### config.mk
export PLATFORM = sky130hd
export DESIGN_NAME = ex_stage_md
export DESIGN_NICKNAME = d
export VERILOG_FILES = /design/src/rtl/ex_stage_md.sv
export SDC_FILE = /design/constraint.sdc
export NUM_CORES = 2
export LEC_CHECK = 0
export ABC_CLOCK_PERIOD_IN_PS = 6700
export CORE_ASPECT_RATIO = 1.1
export CORE_MARGIN = 2
export CORE_UTILIZATION = 59
export CTS_CLUSTER_SIZE = 40
export DETAILED_ROUTE_END_ITERATION = 6
export MAX_ROUTING_LAYER = met4
export PLACE_DENSITY_LB_ADDON = 0.25
export SYNTH_ARGS = -nofsm -noshare
export SYNTH_HDL_FRONTEND = slang
export SYNTH_SLANG_ARGS = --single-unit
### constraint.sdc
create_clock -name clk -period 6.7 [get_ports clk]
set_clock_uncertainty 0.1 [all_clocks]
set_input_delay 0.67 -clock clk [delete_from_list [all_inputs] [get_ports clk]]
set_output_delay 0.67 -clock clk [all_outputs]
set_load 0.02 [all_outputs]
### src/rtl/ex_stage_md.sv
// Execute stage: latches the decode bus, computes the ALU result, drives the data SRAM request,
// and runs an iterative multiply/divide unit that owns HI/LO.
module ex_stage_md #(
    parameter int unsigned STALL_W   = 6,
    parameter int unsigned MD_CYCLES = 32
) (
    input  logic               clk,
    input  logic               rst,
    input  logic [STALL_W-1:0] stall,
    input  logic [166:0]       id_to_ex_bus,
    output logic [75:0]        ex_to_mem_bus,
    output logic [75:0]        ex_to_id_bus,
    output logic               stall_en,
    output logic               stallreq_md,
    output logic               data_sram_en,
    output logic [3:0]         data_sram_wen,
    output logic [31:0]        data_sram_addr,
    output logic [31:0]        data_sram_wdata
);
    localparam int unsigned CNT_W = (MD_CYCLES > 1) ? $clog2(MD_CYCLES) : 1;

    typedef enum logic [1:0] {MD_IDLE, MD_BUSY, MD_DONE} md_state_e;

    logic [166:0] ex_q;
    logic [31:0]  hi_q, lo_q;
    md_state_e    state_q;
    logic [CNT_W-1:0] cnt_q;
    logic [63:0]  acc_q, mcand_q;
    logic [31:0]  mplier_q, rs_q;
    logic         div_q, div0_q, neg_q, rem_neg_q, md_done_q;

    always_ff @(posedge clk) begin
        if (rst)                      ex_q <= '0;
        else if (stall[2] && !stall[3]) ex_q <= '0;
        else if (!stall[2])           ex_q <= id_to_ex_bus;
    end

    logic [7:0]  hilo_op;
    logic [31:0] pc, inst, rdata1, rdata2;
    logic [11:0] alu_op;
    logic [2:0]  sel_src1;
    logic [3:0]  sel_src2, ram_wen;
    logic        ram_en, rf_we, sel_rf_res;
    logic [4:0]  rf_waddr;

    assign hilo_op    = ex_q[166:159];
    assign pc         = ex_q[158:127];
    assign inst       = ex_q[126:95];
    assign alu_op     = ex_q[94:83];
    assign sel_src1   = ex_q[82:80];
    assign sel_src2   = ex_q[79:76];
    assign ram_en     = ex_q[75];
    assign ram_wen    = ex_q[74:71];
    assign rf_we      = ex_q[70];
    assign rf_waddr   = ex_q[69:65];
    assign sel_rf_res = ex_q[64];
    assign rdata1     = ex_q[63:32];
    assign rdata2     = ex_q[31:0];

    logic [31:0] src1, src2, alu_res, result;

    assign src1 = ({32{sel_src1[0]}} & rdata1)
                | ({32{sel_src1[1]}} & pc)
                | ({32{sel_src1[2]}} & {27'b0, inst[10:6]});
    assign src2 = ({32{sel_src2[0]}} & rdata2)
                | ({32{sel_src2[1]}} & {{16{inst[15]}}, inst[15:0]})
                | ({32{sel_src2[2]}} & 32'd8)
                | ({32{sel_src2[3]}} & {16'b0, inst[15:0]});

    // One-hot alu_op: each enabled unit ORs its result in
    always_comb begin
        alu_res = '0;
        if (alu_op[11]) alu_res = alu_res | (src1 + src2);
        if (alu_op[10]) alu_res = alu_res | (src1 - src2);
        if (alu_op[9])  alu_res = alu_res | {31'b0, $signed(src1) < $signed(src2)};
        if (alu_op[8])  alu_res = alu_res | {31'b0, src1 < src2};
        if (alu_op[7])  alu_res = alu_res | (src1 & src2);
        if (alu_op[6])  alu_res = alu_res | ~(src1 | src2);
        if (alu_op[5])  alu_res = alu_res | (src1 | src2);
        if (alu_op[4])  alu_res = alu_res | (src1 ^ src2);
        if (alu_op[3])  alu_res = alu_res | (src2 << src1[4:0]);
        if (alu_op[2])  alu_res = alu_res | (src2 >> src1[4:0]);
        if (alu_op[1])  alu_res = alu_res | 32'($signed(src2) >>> src1[4:0]);
        if (alu_op[0])  alu_res = alu_res | {src2[15:0], 16'b0};
    end

    assign result = hilo_op[3] ? hi_q : (hilo_op[2] ? lo_q : alu_res);

    assign ex_to_mem_bus   = {pc, ram_en, ram_wen, sel_rf_res, rf_we, rf_waddr, result};
    assign ex_to_id_bus    = ex_to_mem_bus;
    assign stall_en        = sel_rf_res & rf_we;
    assign data_sram_en    = ram_en;
    assign data_sram_wen   = ram_wen;
    assign data_sram_addr  = alu_res;
    assign data_sram_wdata = rdata2;

    // Multiply/divide operand conditioning
    logic        md_div, md_signed, rs_neg, rt_neg, md_start;
    logic [31:0] rs_abs, rt_abs;

    assign md_div    = hilo_op[5] | hilo_op[4];
    assign md_signed = hilo_op[7] | hilo_op[5];
    assign rs_neg    = md_signed & rdata1[31];
    assign rt_neg    = md_signed & rdata2[31];
    assign rs_abs    = rs_neg ? -rdata1 : rdata1;
    assign rt_abs    = rt_neg ? -rdata2 : rdata2;
    // md_done_q blocks re-issue if a finished op is held in EX by a downstream stall
    assign md_start  = (|hilo_op[7:4]) && !md_done_q;
    assign stallreq_md = ((state_q == MD_IDLE) && md_start) || (state_q == MD_BUSY);

    logic [63:0] mul_next, div_next, prod;
    logic [32:0] rem_sh, rem_new;
    logic        div_ge;
    logic [31:0] quot, rem, div_lo, div_hi;

    assign mul_next = acc_q + (mplier_q[0] ? mcand_q : 64'd0);
    assign rem_sh   = acc_q[63:31];
    assign div_ge   = rem_sh >= {1'b0, mcand_q[31:0]};
    assign rem_new  = div_ge ? (rem_sh - {1'b0, mcand_q[31:0]}) : rem_sh;
    assign div_next = {rem_new[31:0], acc_q[30:0], div_ge};

    assign prod   = neg_q ? -acc_q : acc_q;
    assign quot   = acc_q[31:0];
    assign rem    = acc_q[63:32];
    assign div_lo = div0_q ? 32'hFFFF_FFFF : (neg_q ? -quot : quot);
    assign div_hi = div0_q ? rs_q : (rem_neg_q ? -rem : rem);

    always_ff @(posedge clk) begin
        if (rst) begin
            state_q   <= MD_IDLE;
            cnt_q     <= '0;
            acc_q     <= '0;
            mcand_q   <= '0;
            mplier_q  <= '0;
            rs_q      <= '0;
            div_q     <= 1'b0;
            div0_q    <= 1'b0;
            neg_q     <= 1'b0;
            rem_neg_q <= 1'b0;
            md_done_q <= 1'b0;
        end else begin
            md_done_q <= stall[2] && (md_done_q || (state_q == MD_DONE));
            case (state_q)
                MD_IDLE: begin
                    if (md_start) begin
                        acc_q     <= md_div ? {32'b0, rs_abs} : 64'd0;
                        mcand_q   <= {32'b0, md_div ? rt_abs : rs_abs};
                        mplier_q  <= rt_abs;
                        rs_q      <= rdata1;
                        div_q     <= md_div;
                        div0_q    <= md_div && (rdata2 == 32'd0);
                        neg_q     <= rs_neg ^ rt_neg;
                        rem_neg_q <= rs_neg;
                        cnt_q     <= '0;
                        state_q   <= MD_BUSY;
                    end
                end
                MD_BUSY: begin
                    acc_q <= div_q ? div_next : mul_next;
                    if (!div_q) begin
                        mcand_q  <= mcand_q << 1;
                        mplier_q <= mplier_q >> 1;
                    end
                    cnt_q <= cnt_q + CNT_W'(1);
                    if (cnt_q == CNT_W'(MD_CYCLES - 1)) state_q <= MD_DONE;
                end
                MD_DONE: state_q <= MD_IDLE;
                default: state_q <= MD_IDLE;
            endcase
        end
    end

    // HI/LO: multiply/divide result at DONE, otherwise mthi/mtlo when EX advances
    always_ff @(posedge clk) begin
        if (rst) begin
            hi_q <= '0;
            lo_q <= '0;
        end else if (state_q == MD_DONE) begin
            {hi_q, lo_q} <= div_q ? {div_hi, div_lo} : prod;
        end else if (!stall[3]) begin
            if (hilo_op[1]) hi_q <= rdata1;
            if (hilo_op[0]) lo_q <= rdata1;
        end
    end

    logic unused_ok;
    assign unused_ok = ^{stall[1:0], stall[STALL_W-1:4], inst[31:16]};
endmodule

==> Word level (Yosys, flattened, before mapping) <==
Index checks and enable logic that the tools add are counted.
{ "op_classes": {"reduce_logical": 22, "eq_ne": 7, "mux": 46, "magnitude_cmp": 3, "shifts": 3, "add_sub_neg": 10, "bitwise_logic": 32} }
{ "op_table": {"columns": ["op", "n"], "rows": [
  ["$mux 32", 31],
  ["$mux 64", 7],
  ["$or 32x32->32", 14],
  ["$pmux 64 s2", 2],
  ["$and 32x32->32", 5],
  ["$neg 32->32", 4],
  ["$add 64x64->64", 1],
  ["$lt 32x32->1", 2],
  ["$neg 64->64", 1],
  ["$or 32x1->32", 2],
  ["$pmux 32 s2", 1],
  ["$sub 32x32->32", 2],
  ["$ge 33x32->1", 1],
  ["$add 32x32->32", 1],
  ["$and 32x16->32", 1],
  ["$and 32x5->32", 1],
  ["$logic_not 32->1", 1],
  ["$not 32->32", 1],
  ["$or 32x4->32", 1],
  ["$shl 32x5->32", 1],
  ["$shr 32x5->32", 1],
  ["$sshr 32x5->32", 1],
  ["$xor 32x32->32", 1],
  ["$pmux 5 s2", 1],
  ["21 further kinds", 39]
]} }
{ "word_totals": {"input_bits": 175, "register_bits": 435, "wordCells": 137, "out_inout_bits": 223} }

==> Longest topological paths before layout <==
{ "logic_depth": {"word_depth": 30, "ltp_mapped": 20, "mapped_depth_nobuf": 16} }

==> Least setup slack after synthesis <==
No wires, ideal clock.
{ "synth_timing": {"kind": "register to output", "startpoint": "register ex_q[80]", "endpoint": "output port ex_to_mem_bus[8]", "t_arrival_ps": 4850, "path_stages_with_launch": 17, "t_required_ps": 5930, "path_slack_ps": 1080, "cell_sequence": "dfxtp_1 > a222oi_1 > buf_2 > buf_4 > buf_2 > buf_1 > ha_1 > inv_1 > fa_1 > a21oi_1 > o21bai_1 > a211oi_1 > o21ai_0 > o311ai_0 > mux2i_1 > o21ai_0 > buf_4"} }
{ "synth_via": {"elab_chain_len": 29, "word_cells_on_any_way": 37, "cone_classes": "add/sub: 2; shift: 3; mux: 14; bitwise: 18"} }
{ "synth_lines": {"columns": ["element", "line_no", "text"], "rows": [
  ["start, declared", "24", "logic [166:0] ex_q;"],
  ["start signal, assigned", "35", "else if (!stall[2]) ex_q <= id_to_ex_bus;"],
  ["$and 32x32->32 (*)", "62", "assign src1 = ({32{sel_src1[0]}} & rdata1)"],
  ["$or 32x32->32 (*)", "63", "| ({32{sel_src1[1]}} & pc)"],
  ["$or 32x32->32 (*)", "64", "| ({32{sel_src1[2]}} & {27'b0, inst[10:6]});"],
  ["$add 32x32->32", "73", "if (alu_op[11]) alu_res = alu_res | (src1 + src2);"],
  ["$mux 32", "73", null],
  ["$or 32x32->32", "74", "if (alu_op[10]) alu_res = alu_res | (src1 - src2);"],
  ["$mux 32", "74", null],
  ["$or 32x1->32", "75", "if (alu_op[9]) alu_res = alu_res | {31'b0, $signed(src1) < $signed(src2)};"],
  ["[13 not listed]", null, null],
  ["$or 32x32->32", "82", "if (alu_op[2]) alu_res = alu_res | (src2 >> src1[4:0]);"],
  ["$mux 32", "82", null],
  ["$or 32x32->32", "83", "if (alu_op[1]) alu_res = alu_res | 32'($signed(src2) >>> src1[4:0]);"],
  ["$mux 32 (*)", "83", null],
  ["$or 32x32->32", "84", "if (alu_op[0]) alu_res = alu_res | {src2[15:0], 16'b0};"],
  ["$mux 32 (*)", "84", null],
  ["named net data_sram_addr[8]", "17", "output logic [31:0] data_sram_addr,"],
  ["$mux 32 (*) (2 in series)", "87", "assign result = hilo_op[3] ? hi_q : (hilo_op[2] ? lo_q : alu_res);"],
  ["end, declared", "11", "output logic [75:0] ex_to_mem_bus,"]
]} }
The timed path passes the listed nets; every way through them passes the cells marked *.

==> Final worst setup path <==
{ "layout_timing": {"startpoint": "register ex_q[32]", "endpoint": "output port ex_to_id_bus[22]"} }
{ "layout_via": {"elab_chain_len": 29, "word_cells_on_any_way": 33, "cone_classes": "add/sub: 2; shift: 3; mux: 14; bitwise: 14"} }
{ "layout_lines": {"columns": ["element", "line_no", "text"], "rows": [
  ["$and 32x32->32 (*)", "62", null],
  ["$or 32x32->32 (*)", "63", null],
  ["$or 32x32->32 (*)", "64", null],
  ["$add 32x32->32", "73", null],
  ["$mux 32", "73", null],
  ["$or 32x32->32", "74", null],
  ["$mux 32", "74", null],
  ["$or 32x1->32", "75", null],
  ["[12 not listed]", null, null],
  ["$mux 32", "81", "if (alu_op[3]) alu_res = alu_res | (src2 << src1[4:0]);"],
  ["$or 32x32->32", "82", null],
  ["$mux 32", "82", null],
  ["$or 32x32->32", "83", null],
  ["$mux 32 (*)", "83", null],
  ["$or 32x32->32", "84", null],
  ["$mux 32 (*)", "84", null],
  ["$mux 32 (*) (2 in series)", "87", null],
  ["end, declared", "12", "output logic [75:0] ex_to_id_bus,"]
]} }
Every way passes the cells marked *; elsewhere a longest branch is shown, timed or not.

==> impl_metrics.py <==
metrics = {
    "clocking": {
        "clkLatencyLatePin_ns": 0.66,
        "cts.clk_slew.worst_paths_ns": 0.07,
        "cts_setup_buffers": 0,
        "cts_buffers": 47,
        "cts_resized": 4,
        "cts_root_buffer": "clkbuf_16",
        "clock-sinks": 419,
        "cts_hold_buffers": 0,
        "htree_levels": 2,
        "cts_tree": "done",
        "cts.path.max_buffers": 3,
    },
    "cells_and_area": {
        "final_common_cell": "nor2_1",
        "final_layout_size_suffix_gt1_share_pct": 7.77,
        "nNetsFinal": 5600,
        "synthToLayoutAreaGrowth_pct": 15.2,
        "final_cell_mix": "593 x nor2_1, 516 x nand2_1, 443 x a21oi_1",
        "fin_util_pct": 68.3,
    },
    "sta": {
        "fmax_ghz": 0.152,
        "layout_min_cycle_time_ns": 6.60,
        "worst_pin_slew_ns": 1.18,
        "final.period_utilization_pct": 98.5,
        "hold_ws_ns": 0.361,
        "fin_ws_ns": 0.101,
        "finalHoldViolCount": 0,
        "drv_slew": 0,
        "setup_violations": 0,
        "slew_headroom_pct": 19.2,
    },
    "placed_design": {
        "place_hpwl_mm": 137,
        "port_buffers": 377,
        "pre_cts_ws_ns": 0.476,
        "gp_congestion": 1.17,
    },
    "die": {
        "start_util_pct": 59.4,
        "die_h_um": 269,
        "dieArea_um2": 65900,
        "die_w_um": 245,
        "ios": 398,
        "core_area_um2": 63500,
        "rows": 97,
    },
    "synthesis": {
        "syn_inst": 5127,
        "synthArstFlopShare_pct": 0,
        "synth_cell_types": 86,
        "syn_nets": 5513,
        "synth-seq-cells": 419,
        "synth_ff_type": "dfxtp_1",
        "synth_edf_count": 0,
        "synth_area_um2": 37700,
        "synth_warnings": 0,
        "synth_seq_area_share_pct": 22.3,
        "syn_avg_cell_area_um2": 7.35,
    },
    "worst_setup_path": {
        "path_buf_inv": 5,
        "critPathMaxFanout": 6,
        "cp_slowest_stage_delay_ns": 0.54,
        "critPathKind": "flip-flop to output port",
        "reg2reg_depth": 14,
        "reg2reg_to": "acc_q[62]",
        "reg2reg_from": "mplier_q[0]",
        "end_kind": "output port",
        "crit_required_ns": 5.93,
        "cp-start-kind": "flip-flop",
        "slowest_stage": "clkdlybuf4s50_1",
        "path_cells": "a222oi_1 -> buf_4 -> ha_1 -> inv_1 -> fa_1 -> a21oi_1 -> o21bai_2 -> a2111oi_2 -> buf_4 -> o21a_1 -> o21ai_1 -> a41oi_2 -> nor2_1 -> xnor2_1 -> a221o_1 -> nor2_2 -> nor2_1 -> buf_4 -> clkdlybuf4s50_1",
        "crit_path_frequent_cell": "buf_4",
        "rrSetupSlack_ns": 1.72,
        "critPathTopFamily": "compound AO/OA/AOI/OAI gates",
        "worstPathArrival_ns": 5.83,
    },
    "route": {
        "drc": 41,
        "antenna_left": 0,
        "first_pass_iters": 7,
        "drt_first_iter_violations": 6647,
        "vias": 42400,
        "wirelength_mm": 184,
        "wl_per_cell_um": 30.1,
        "viasPerCell": 6.94,
    },
    "hold_path": {
        "worstHoldStart": "rs_q[31]",
        "hold_depth": 2,
        "hold-path-endpoint": "rs_q[31]",
        "hold_class": "flip-flop to flip-flop",
    },
    "global_route": {
        "grt_pass1_vias": 39500,
        "overflow": 0,
        "grt_max_degree": 90,
        "grt_pass1_wl_mm": 262,
        "antenna_found_initial": 10,
        "grt_util_all_layers_pct": 55.3,
    },
    "outcome": {
        "violations": "design-rule violations",
        "status": "finished with violations",
    },
    "power_and_ir_drop": {
        "p_per_area_nw_per_um2": 201,
        "max-vdd-ir-drop_uv": 361,
        "p_leak_nw": 18.1,
    },
    "flow_run": {
        "drv_cap": 0,
    },
}
-- logic make-up (layout without fill, tap and decap cells) --
logic type,after synthesis,count (layout),synth area share (%)
xor+xnor,283,283,6.58
fa+ha+maj,211,211,7.09
simple gates,1613,1613,19.0
mux,400,400,10.7
buf+inv,727,850,8.91
flops,419,419,22.3
compound gates,1474,1474,25.4
other cells,0,17,0
-- registers in the layout, summed over array words and instances, names as in the netlist --
name and count:
mplier_q 32, acc_q 64, rs_q 32, cnt_q 5
neg_q 1, lo_q 32, state_q 2, mcand_q 64
hi_q 32, div_q 1, div0_q 1, rem_neg_q 1
md_done_q 1, ex_q 151
-- layer usage --
layer	vias to the layer above	routed length (um)	track usage, %
met5	-	0	-
met3	1116	22900	16.6
met4	0	21300	51.6
met2	3356	78300	81.8
met1	19500	61200	59.3
li1	18400	-	-
-- worst max-delay path by stage --
stage                     cells past startpoint                 to     start
after floorplan                              16   ex_to_mem_bus[8]  ex_q[80]
after global placement                       19   ex_to_id_bus[22]  ex_q[32]
after detailed placement                     18   ex_to_id_bus[22]  ex_q[76]
after CTS                                    18   ex_to_id_bus[22]  ex_q[79]
after global routing                         18  ex_to_mem_bus[28]  ex_q[32]
final                                        19   ex_to_id_bus[22]  ex_q[32]
-- final cells by class --
class,instances,area [um^2]
Fill cell,5169,20100
Sequential cell,419,8400
Clock buffer,60,1310
Tap cell,841,1050
Clock inverter,25,369
Timing Repair Buffer,591,5440
Inverter,174,653
Multi-Input combinational cell,3981,26100
Antenna cell,17,42.5
-- through the flow --
stage               total power, mW  setup TNS (ns)  area [um^2]  std cells
floorplan                      4.63               0        37700       5127
global placement               5.69               0        41600       6006
detailed placement             5.73               0        41600       6006
CTS                            8.53               0        43200       6091
global route                   8.91         -0.0713        43400       6102
finish                         8.73               0        43400       6108
-- report_power, final --
group / leakage [nW] / switching, mW / internal (mW)
Combinational: 13.9 / 1.91 / 1.10
Clock: 0.807 / 1.23 / 1.63
Sequential: 3.42 / 0.238 / 2.63
Total: 18.1 / 3.38 / 5.36
-- tightest hold or removal path: cells and delay by family, from the launching register on --
family           cells  cell delay (ns)
flip-flops           1             0.31
AND/OR/NAND/NOR      1             0.05
AO/OA/AOI/OAI        1             0.05
-- Yosys cell counts (27+ instances only) --
cell	instances	share of area, %
mux2i_1	376	10
a22oi_1	55	1.1
nand2_1	523	5.2
a21oi_1	444	5.9
a211oi_1	156	3.1
a221oi_1	69	1.6
nand3_1	101	1.3
buf_4	161	3.2
a22o_1	43	1.0
nor2_1	597	5.9
and2_1	79	1.3
inv_1	169	1.7
nor2b_1	27	0.45
dfxtp_1	419	22
clkbuf_1	336	3.3
nand4_1	39	0.65
o211ai_1	52	1.0
o21ai_0	280	3.7
buf_1	42	0.42
o21bai_1	29	0.58
o31ai_1	31	0.62
ha_1	207	6.9
nor3_1	83	1.1
xor2_1	118	2.7
nand2b_1	30	0.50
xnor2_1	165	3.8
a21o_1	59	1.2
a31oi_1	28	0.46
No activity file was read; power rests on OpenSTA's default activity.
